--- config.mk ---
export PLATFORM = sky130hd
export DESIGN_NAME = bcd_disp_mux_flat
export DESIGN_NICKNAME = d
export VERILOG_FILES = /design/src/rtl/bcd_disp_if.sv /design/src/rtl/bcd_disp_mux.sv /design/src/flat_wrapper.sv
export SDC_FILE = /design/constraint.sdc
export NUM_CORES = 1
export LEC_CHECK = 0
export ABC_AREA = 1
export CORE_UTILIZATION = 60
export CTS_BUF_LIST = sky130_fd_sc_hd__clkbuf_2 sky130_fd_sc_hd__clkbuf_4 sky130_fd_sc_hd__clkbuf_8
export CTS_CLUSTER_SIZE = 10
export DETAILED_ROUTE_END_ITERATION = 8
export PLACE_DENSITY = 0.84
export SYNTH_ARGS = -nofsm -noshare
export SYNTH_HDL_FRONTEND = slang
export SYNTH_SLANG_ARGS = --single-unit
--- constraint.sdc ---
create_clock -name clk -period 3.1 [get_ports clk]
set_input_delay 0.93 -clock clk [delete_from_list [all_inputs] [get_ports clk]]
set_output_delay 0.93 -clock clk [all_outputs]
set_load 0.05 [all_outputs]
--- src/rtl/bcd_disp_if.sv ---
// Capture-side and display-side signals of the 4-digit multiplexed BCD display.
interface bcd_disp_if;
  logic       load;
  logic [3:0] digit0;
  logic [3:0] digit1;
  logic [3:0] digit2;
  logic       carry;
  logic [3:0] an;
  logic [7:0] sseg;

  modport master (
    output load, digit0, digit1, digit2, carry,
    input  an, sseg
  );

  modport slave (
    input  load, digit0, digit1, digit2, carry,
    output an, sseg
  );
endinterface

--- src/rtl/bcd_disp_mux.sv ---
// Time-multiplexed 4-position seven-segment driver for a 3-digit BCD value plus carry,
// with optional leading-zero blanking and registered an/sseg.
module bcd_disp_mux #(
  parameter int unsigned N        = 18,
  parameter bit          BLANK_LZ = 1'b1
) (
  input  logic       clk,
  input  logic       reset,
  bcd_disp_if.slave  bus
);

  logic [N-1:0] q;
  logic [3:0]   h0, h1, h2;
  logic         h3;

  logic [1:0]   sel_c;
  logic [3:0]   cur_c;
  logic         blank_c;
  logic [6:0]   seg_c;
  logic [3:0]   an_c;
  logic [7:0]   sseg_c;

  // Refresh counter, value capture and registered display outputs.
  always_ff @(posedge clk) begin
    if (reset) begin
      q        <= '0;
      h0       <= 4'h0;
      h1       <= 4'h0;
      h2       <= 4'h0;
      h3       <= 1'b0;
      bus.an   <= 4'b1111;
      bus.sseg <= 8'hFF;
    end else begin
      q        <= q + N'(1);
      if (bus.load) begin
        h0 <= bus.digit0;
        h1 <= bus.digit1;
        h2 <= bus.digit2;
        h3 <= bus.carry;
      end
      bus.an   <= an_c;
      bus.sseg <= sseg_c;
    end
  end

  // Position select, leading-zero blanking and segment decode from pre-edge state.
  always_comb begin
    sel_c   = q[N-1:N-2];
    cur_c   = 4'h0;
    blank_c = 1'b0;
    seg_c   = 7'b1111110;
    an_c    = 4'b1111;
    sseg_c  = 8'hFF;

    unique case (sel_c)
      2'd0: cur_c = h0;
      2'd1: cur_c = h1;
      2'd2: cur_c = h2;
      2'd3: cur_c = {3'b000, h3};
    endcase

    // A dash (non-BCD) digit is nonzero, so it stops blanking like any other digit.
    unique case (sel_c)
      2'd3:    blank_c = ~h3;
      2'd2:    blank_c = ~h3 && (h2 == 4'h0);
      2'd1:    blank_c = ~h3 && (h2 == 4'h0) && (h1 == 4'h0);
      default: blank_c = 1'b0;
    endcase
    blank_c = blank_c && BLANK_LZ;

    case (cur_c)
      4'd0:    seg_c = 7'b0000001;
      4'd1:    seg_c = 7'b1001111;
      4'd2:    seg_c = 7'b0010010;
      4'd3:    seg_c = 7'b0000110;
      4'd4:    seg_c = 7'b1001100;
      4'd5:    seg_c = 7'b0100100;
      4'd6:    seg_c = 7'b0100000;
      4'd7:    seg_c = 7'b0001111;
      4'd8:    seg_c = 7'b0000000;
      4'd9:    seg_c = 7'b0000100;
      default: seg_c = 7'b1111110;
    endcase

    if (!blank_c) begin
      an_c[sel_c] = 1'b0;
      sseg_c      = {1'b1, seg_c};
    end
  end

endmodule

--- src/flat_wrapper.sv ---
// flat-port wrapper written by rule: the top's interface ports become plain ports
module bcd_disp_mux_flat 
#(
  parameter int unsigned N        = 18,
  parameter bit          BLANK_LZ = 1'b1
)
  (clk, reset, bus_load, bus_digit0, bus_digit1, bus_digit2, bus_carry, bus_an, bus_sseg);
  bcd_disp_if bus_i ();
  input  logic clk;
  input  logic reset;
  input wire logic [$bits(bus_i.load)-1:0] bus_load;
  input wire logic [$bits(bus_i.digit0)-1:0] bus_digit0;
  input wire logic [$bits(bus_i.digit1)-1:0] bus_digit1;
  input wire logic [$bits(bus_i.digit2)-1:0] bus_digit2;
  input wire logic [$bits(bus_i.carry)-1:0] bus_carry;
  output wire logic [$bits(bus_i.an)-1:0] bus_an;
  output wire logic [$bits(bus_i.sseg)-1:0] bus_sseg;
  assign bus_i.load = bus_load;
  assign bus_i.digit0 = bus_digit0;
  assign bus_i.digit1 = bus_digit1;
  assign bus_i.digit2 = bus_digit2;
  assign bus_i.carry = bus_carry;
  assign bus_an = bus_i.an;
  assign bus_sseg = bus_i.sseg;
  bcd_disp_mux #(.N(N), .BLANK_LZ(BLANK_LZ)) u_core (.clk(clk), .reset(reset), .bus(bus_i));
endmodule
==> results.cfg <==
[place]
dp.cells = 333
place_ws_ns = 0.677
hpwl_mm = 2.76
place_area_um2 = 2350
gp_congestion = 0.836
port_buffers = 26

[clock_tree]
cts.sinks = 42
clk_pin_slew_ns = 0.12
postCtsHoldBufs = 0
clock_latency_ns = 0.34
post_cts_resized = 0
ctsLongestPathBuffers = 2
cts_root_buf = clkbuf_4
cts_tree = done
cts_buffers = 5
cts_setup_buffers = 0
h-tree-depth = 2

[synth]
synthSimpleGateAreaFrac_pct = 36.7
ys_types = 32
synth_adder_area_share_pct = 4.23
synth_xor_area_share_pct = 0.845
syn_nets = 292
synth_top_family_by_area = simple AND/OR/NAND/NOR gates
synth-main-ff-cell = dfxtp_1
netlist_instances = 269
yosys_warnings = 0
synth-compound-area-share_pct = 9.36
synth_seq_area_share_pct = 40.6
avgSynthCellArea_um2 = 7.70
synth_enable_flop_cells = 0
syn_area_um2 = 2070
synth.mux.area_fraction_pct = 0
async_reset_ff_share_pct = 0
synth-seq-cells = 42

[drt]
wirelength_mm = 3.53
vias = 1700
ant_nets = 0
drc = 0
wl_per_cell_um = 10.4
drtIter0Drc = 65
dr.pass1.iters = 4
avgViaCountPerCell = 4.99

[power]
p_leak_uw = 0.00101
ir_drop_uv = 428
p_per_area_nw_per_um2 = 422

[global_routing]
grt_pass1_vias = 1372
grtUsageTotal_pct = 21.7
gr-total-overflow = 0
antenna_found_initial = 0
grt_max_degree = 23
grt_pass1_wl_mm = 5.81

[sta]
fin_crit_ns = 2.41
rsz0062_at_grt = false
fin_tns_setup_ns = 0
period_share_pct = 77.7
relSlewSlack_pct = 60.0
setup_viol = 0
fmax_mhz = 415
worstMarginPinSlew_ns = 0.600
finalHoldViolCount = 0
maxSlewViolCount = 0
finalClockSkew_ns = 0.0134
fin_ws_ns = 0.692

[layout]
n_antenna_cell = 0
fin_area_um2 = 2410
fin_cells = 341
fin_nets = 319
final_common_cell = nand2_1
area_delta_synth_final_pct = 16.4
final_cell_mix = 45 x nand2_1, 44 x nor2_1, 42 x dfxtp_1
drive_gt1_share_pct = 12.8

[worst_setup_path]
path_class = flip-flop to primary output
start_kind = flip-flop
reg2reg_slack_ns = 0.97
worst-path-max-fanout = 1
cp_top_family = buffers and inverters
cp-end-kind = primary output
arrival_ns = 1.48
worst_path_largest_cell_delay_ns = 0.80
required_ns = 2.17
path_cells = clkdlybuf4s50_1
cp_slowest_cell = clkdlybuf4s50_1
path_buf_inv = 1

[floorplanning]
fp.dieArea_um2 = 3690
die_y_um = 60.8
start_util_pct = 65.7
num_rows = 20
core_region_area_um2 = 3150
die_w_um = 60.8
ios = 28

[worst_hold_path]
hp-class = flip-flop to flip-flop

[outcome]
outcome = finished clean

[flow_run]
drv_cap = 0
-- cells in the mapped netlist (all sizes together), types with 2 or more instances --
library cell | number | area share, %
a21oi | 17 | 4.1
buf | 4 | 1.7
clkbuf | 3 | 0.54
clkinv | 2 | 0.36
dfxtp | 42 | 41
ha | 7 | 4.2
inv | 27 | 5.5
nand2 | 54 | 12
nand3 | 27 | 7.1
nand3b | 3 | 1.1
nand4 | 2 | 0.60
nor2 | 53 | 14
nor3 | 3 | 0.72
o21ai | 17 | 4.3
xor2 | 2 | 0.85
-- per-layer routing --
metal / vias up / global-route usage [%] / part of all wire (%)
li1: 911 / - / -
met1: 732 / 28.8 / 49
met2: 50 / 33.6 / 44
met3: 7 / 5.33 / 4.5
met4: 0 / 9.09 / 1.8
met5: - / 0 / 0
-- per-stage QoR --
step	hold slack [ns]	util [%]	power, µW
after floorplan	0.417	-	699
after global placement	0.427	74.5	749
after detailed placement	0.437	74.5	753
after CTS	0.457	76.5	1030
after global routing	0.480	76.5	1070
final	0.452	76.5	1020
-- final cells by class --
cell class | instances | area (µm²)
fillers | 254 | 741
inverters | 29 | 121
well taps | 44 | 55.1
clock buffers | 7 | 58.8
clock inverters | 1 | 5.00
repair buffers | 27 | 268
multi-input cells | 191 | 1060
flip-flops and latches | 42 | 841
-- power by group --
part / switching (µW) / internal, µW / leakage, µW
combinational: 98.4 / 64.9 / 0.000629
clock: 160 / 119 / 0.0000387
sequential: 10.7 / 565 / 0.000345
-- flip-flops by register name, summed over array words and instances, names as in the netlist --
name,flops
u_core.h2,4
u_core.h0,4
u_core.q,18
u_core.h3,1
u_core.bus.sseg,7
u_core.bus.an,4
u_core.h1,4
-- logic make-up (layout without fill, tap and decap cells) --
kind of cell / count (synthesis) / count (layout)
AOI/OAI and AO/OA: 36 / 36
xor gates and xnor gates: 2 / 2
adders and majority gates: 7 / 7
buffers and inverters: 36 / 64
DFF: 42 / 42
other: 1 / 1
and+or+nand+nor: 145 / 145
-- final timing paths --
check	cells past startpoint	from	endpoint
max	1	u_core.bus.an[0]	bus_an[0]
min	1	u_core.q[0]	u_core.q[0]
max reg2reg	12	u_core.q[16]	u_core.bus.sseg[3]
min reg2reg	1	u_core.q[0]	u_core.q[0]
Power figures use the tool's default switching activity.
